===== src/rtl/uart_rx_fifo.sv =====
// 8N1 UART receiver feeding a small circular byte FIFO.
// ovf and ferr are sticky error flags, cleared by clr_err or by reset.
module uart_rx_fifo #(
   parameter int BIT_CLKS = 217,
   parameter int DEPTH    = 4
) (
   input  logic       clk,
   input  logic       reset,
   input  logic       rxd,
   input  logic       rd,
   input  logic       clr_err,
   output logic [7:0] dout,
   output logic       dv,
   output logic       ovf,
   output logic       ferr
);

   localparam int AW = $clog2(DEPTH);
   localparam int CW = AW + 1;
   localparam logic [CW-1:0] FULL      = CW'(DEPTH);
   localparam logic [15:0]   HALF_LAST = 16'(BIT_CLKS / 2 - 1);
   localparam logic [15:0]   BIT_LAST  = 16'(BIT_CLKS - 1);

   typedef enum logic [1:0] {IDLE, START, DATA, STOP} state_t;

   logic [1:0] sync_reg, sync_in;
   logic       rs, rs_d_reg;
   logic [2:0] live_reg;

   genvar gi;
   generate
      for (gi = 0; gi < 2; gi++) begin : g_sync
         if (gi == 0) begin : g_first
            assign sync_in[gi] = rxd;
         end else begin : g_rest
            assign sync_in[gi] = sync_reg[gi-1];
         end
      end
   endgenerate

   assign rs = sync_reg[1];

   // live_reg fills once the synchronizer holds real line samples; until then
   // the forced-high reset values would fake a falling edge on a low line.
   always_ff @(posedge clk) begin
      if (reset) begin
         sync_reg <= 2'b11;
         rs_d_reg <= 1'b1;
         live_reg <= 3'b000;
      end else begin
         sync_reg <= sync_in;
         rs_d_reg <= rs;
         live_reg <= {live_reg[1:0], 1'b1};
      end
   end

   state_t      state_reg, state_next;
   logic [15:0] cnt_reg, cnt_next;
   logic [2:0]  idx_reg, idx_next;
   logic [7:0]  shift_reg, shift_next;
   logic        push, ferr_set;

   always_ff @(posedge clk) begin
      if (reset) begin
         state_reg <= IDLE;
         cnt_reg   <= 16'd0;
         idx_reg   <= 3'd0;
         shift_reg <= 8'd0;
      end else begin
         state_reg <= state_next;
         cnt_reg   <= cnt_next;
         idx_reg   <= idx_next;
         shift_reg <= shift_next;
      end
   end

   always_comb begin
      state_next = state_reg;
      cnt_next   = cnt_reg + 16'd1;
      idx_next   = idx_reg;
      shift_next = shift_reg;
      push       = 1'b0;
      ferr_set   = 1'b0;
      case (state_reg)
         IDLE: begin
            cnt_next = 16'd0;
            if (live_reg[2] && rs_d_reg && !rs) state_next = START;
         end
         START: begin
            if (cnt_reg == HALF_LAST) begin
               cnt_next = 16'd0;
               if (rs) begin
                  state_next = IDLE;
               end else begin
                  state_next = DATA;
                  idx_next   = 3'd0;
               end
            end
         end
         DATA: begin
            if (cnt_reg == BIT_LAST) begin
               cnt_next            = 16'd0;
               shift_next[idx_reg] = rs;
               if (idx_reg == 3'd7) state_next = STOP;
               else                 idx_next   = idx_reg + 3'd1;
            end
         end
         STOP: begin
            if (cnt_reg == BIT_LAST) begin
               cnt_next   = 16'd0;
               state_next = IDLE;
               push       = rs;
               ferr_set   = !rs;
            end
         end
         default: state_next = IDLE;
      endcase
   end

   logic [7:0]    mem [DEPTH];
   logic [AW-1:0] rd_ptr_reg, wr_ptr_reg;
   logic [CW-1:0] count_reg;
   logic          ovf_reg, ferr_reg;
   logic          pop, do_push, ovf_set;

   // A pop in the same cycle frees a slot, so a push into a full FIFO still lands.
   assign pop     = rd && (count_reg != '0);
   assign do_push = push && ((count_reg != FULL) || pop);
   assign ovf_set = push && (count_reg == FULL) && !pop;

   always_ff @(posedge clk) begin
      if (reset) begin
         rd_ptr_reg <= '0;
         wr_ptr_reg <= '0;
         count_reg  <= '0;
         ovf_reg    <= 1'b0;
         ferr_reg   <= 1'b0;
      end else begin
         if (do_push) wr_ptr_reg <= wr_ptr_reg + 1'b1;
         if (pop)     rd_ptr_reg <= rd_ptr_reg + 1'b1;
         count_reg <= count_reg + CW'(do_push) - CW'(pop);
         ovf_reg   <= ovf_set  | (ovf_reg  & ~clr_err);
         ferr_reg  <= ferr_set | (ferr_reg & ~clr_err);
      end
   end

   always_ff @(posedge clk) begin
      if (do_push && !reset) mem[wr_ptr_reg] <= shift_reg;
   end

   assign dout = mem[rd_ptr_reg];
   assign dv   = (count_reg != '0);
   assign ovf  = ovf_reg;
   assign ferr = ferr_reg;

endmodule


===== config.mk =====
export PLATFORM = sky130hd
export DESIGN_NAME = uart_rx_fifo
export DESIGN_NICKNAME = d
export VERILOG_FILES = /design/src/rtl/uart_rx_fifo.sv
export SDC_FILE = /design/constraint.sdc
export NUM_CORES = 1
export LEC_CHECK = 0
export CAP_MARGIN = 15
export CELL_PAD_IN_SITES_DETAIL_PLACEMENT = 0
export CELL_PAD_IN_SITES_GLOBAL_PLACEMENT = 2
export CORE_MARGIN = 2
export CORE_UTILIZATION = 44
export DETAILED_ROUTE_END_ITERATION = 10
export PLACE_DENSITY = 0.81
export SLEW_MARGIN = 5
export SYNTH_ARGS = -nofsm -noshare
export SYNTH_HDL_FRONTEND = slang
export SYNTH_SLANG_ARGS = --single-unit

===== constraint.sdc =====
create_clock -name clk -period 4 [get_ports clk]
set_input_delay 0.8 -clock clk [delete_from_list [all_inputs] [get_ports clk]]
set_output_delay 0.8 -clock clk [all_outputs]
set_load 0.01 [all_outputs]

==> flow_summary.toml <==
[global_routing]
grt_pass1_wl_mm = 10.3
grt.overflow.total = 0
grt_usage_pct = 15.4
antenna_found_initial = 0
grt_max_degree = 46
grt_pass1_vias = 2132

[run_status]
status = "finished, final reports clean"

[cells_and_area]
nets = 320
fill_cells = 705
fin_util_pct = 51.0
largest_register_ffs = 32
area_growth_pct = 13.8
diodes = 0
drive_above_1_share_pct = 13.2

[die]
dieHeight_um = 92.0
die_width_um = 92.0
initial_core_util_pct = 44.8
fp.coreArea_sq_um = 7610
io_pins = 16
die-area_sq_um = 8460
rows = 32

[clocking]
clk_latency_ns = 0.34
cts_max_level = 3
clkSinkCount = 78
post_cts_buffers = 0
cts_resized = 0
cts_root_buf = "clkbuf_8"
clkTransAtPathRegs_ns = 0.08
cts_hold_buf = 0
cts_max_path_buffers = 2
cts_tree = "built"
cts_buffers = 9

[critical_path]
cp_data_arrival_time_ns = 2.06
r2r_start = "cnt_reg[12]$_SDFF_PP0_"
r2r_cells = 8
crit_required_ns = 3.20
crit_path_end_kind = "output port"
cp-start-kind = "flip-flop"
rrSetupSlack_ns = 1.49
crit_type = "reg -> out"
crit_fanout = 8
rr_endpoint = "count_reg[1]$_SDFF_PP0_"

[sta]
setup_viol = 0
fin_ws_ns = 1.14
tightest_slew_ns = 0.788
slew_headroom_pct = 47.4
period_share_pct = 71.4
hold_viol_final = 0
fmaxAchievable_mhz = 350
fin_setup_tns_ns = 0
drv_slew = 0
period_minus_slack_ns = 2.86
grt_setup_unrepaired = "no"
clock-skew-final_ns = 0.00903

[power_and_ir_drop]
p_leak_nw = 1.18
p_per_area_nw_per_um2 = 471
total_power_mw = 1.83
ir_worst_vdd_uv = 206

[drt]
routed-via-count = 2171
via_per_inst = 5.27
drc = 0
wl_mm = 5.90
drt_iter0_drc = 88
final_antenna_net_count = 0
post_drt_wl_per_cell_um = 14.3
drt-pass1-iter-count = 4

[place]
port_buffers = 15
gp_congestion = 0.789
dp_slack_ns = 0.820
hpwl_mm = 4.04

[yosys]
netlist_instances = 291
synth_edf_count = 32
syn_area_sq_um = 3410
synthArstFlopShare_pct = 0
synth_warnings = 0
ys_ff_latch = 78
synth-main-ff-cell = "dfxtp_1"
ys_seq_area_share_pct = 55.2
avgSynthCellArea_sq_um = 11.7
syn_nets = 306
ys_types = 52

[worst_hold_path]
worstHoldEndpoint = "sync_reg[1]$_SDFF_PP1_"
hold_path_class = "reg -> reg"
worst_hold_path.num_cells = 1
hold_start = "sync_reg[0]$_SDFF_PP1_"

[job]
maxCapViolCount = 0
## report_power, final
part | switching, mW | internal (mW) | leakage (nW)
Combinational | 0.0827 | 0.153 | 0.393
Clock | 0.278 | 0.417 | 0.114
Sequential | 0.0473 | 0.849 | 0.669
## placed cells by master, fill, tap and decap left out, drive strengths merged, types with 5 or more instances in the layout
master | netlist | routed
dfxtp | 46 | 46
edfxtp | 32 | 32
o21ai | 16 | 16
a21oi | 15 | 15
clkdlybuf4s50 | 0 | 15
nor3 | 13 | 13
nand2 | 13 | 13
inv | 12 | 13
nand4 | 12 | 12
clkbuf | 9 | 11
nor2 | 10 | 10
xnor2 | 9 | 9
ha | 9 | 9
mux4 | 8 | 8
or3 | 7 | 7
nand3 | 7 | 7
nand2b | 6 | 6
or2 | 5 | 5
a211oi | 5 | 5
nand4b | 5 | 5
nor4 | 5 | 5
## worst max-delay path, stage by stage (launching register included)
cell and delay (ns):
dfxtp_1 0.66, mux4_2 0.56, clkdlybuf4s50_1 0.49
## Yosys cell counts (3+ instances only)
library cell / count / area (sq um)
or4_1: 4 / 30.0
o21ai_0: 16 / 80.1
nand4_1: 12 / 75.1
mux4_2: 8 / 180
o31ai_1: 3 / 22.5
nand4b_1: 5 / 43.8
dfxtp_1: 46 / 921
edfxtp_1: 32 / 961
a21oi_1: 15 / 75.1
nand3_1: 4 / 20.0
or3_1: 5 / 31.3
inv_1: 12 / 45.0
nor2_1: 10 / 37.5
ha_1: 9 / 113
xnor2_1: 9 / 78.8
clkbuf_1: 9 / 33.8
nand2_1: 13 / 48.8
nand2b_1: 6 / 37.5
nor4_1: 3 / 18.8
nor3_1: 13 / 65.1
and2_1: 4 / 25.0
or2_2: 5 / 31.3
nor2b_1: 4 / 25.0
xor2_1: 4 / 35.0
a211oi_1: 5 / 37.5
## per-layer routing
layer	part of all wire, %	up-vias	GRT usage, %
li1	-	1113	-
met1	49	1022	20.3
met2	47	29	25.1
met3	2.9	7	3.20
met4	1.4	0	5.97
met5	0	-	0
## through the flow
step	instances	hold WS [ns]	area [sq um]
after floorplan	291	0.389	3410
after global placement	396	0.396	3640
after detailed placement	396	0.401	3640
after CTS	412	0.422	3880
after global routing	412	0.425	3880
final	412	0.419	3880
## layout make-up
type | count | area, sq um | share of cell area [%]
Timing Repair Buffer | 17 | 165 | 4.26
Clock buffer | 11 | 131 | 3.39
Inverter | 12 | 45.0 | 1.16
Multi-Input combinational cell | 187 | 1420 | 36.6
Tap cell | 102 | 128 | 3.29
Sequential cell | 78 | 1880 | 48.5
Clock inverter | 5 | 106 | 2.74
## how the worst max path moves through the flow
stage / start / end / slack [ns] / depth (start not counted)
2_1_floorplan: rd / count_reg[1]$_SDFF_PP0_ / 1.34 / 8
3_3_place_gp: rd / count_reg[1]$_SDFF_PP0_ / 0.84 / 9
3_5_place_dp: rd / count_reg[1]$_SDFF_PP0_ / 0.82 / 9
4_1_cts: flip-flop / dout[7] / 1.08 / 2
5_1_grt: flip-flop / dout[7] / 1.02 / 2
6_report: flip-flop / dout[7] / 1.14 / 2
## cell families (layout without fill, tap and decap cells)
| family | Yosys count | in the layout | synth area share [%] |
|---|---|---|---|
| and+or+nand+nor | 109 | 109 | 20.7 |
| DFF | 78 | 78 | 55.2 |
| AOI/OAI and AO/OA | 46 | 46 | 8.19 |
| buffers and inverters | 26 | 45 | 3.05 |
| xor gates and xnor gates | 13 | 13 | 3.34 |
| adders and majority gates | 10 | 10 | 3.89 |
| muxes | 9 | 9 | 5.62 |
Note: power is estimated with default switching activity, not from simulation.
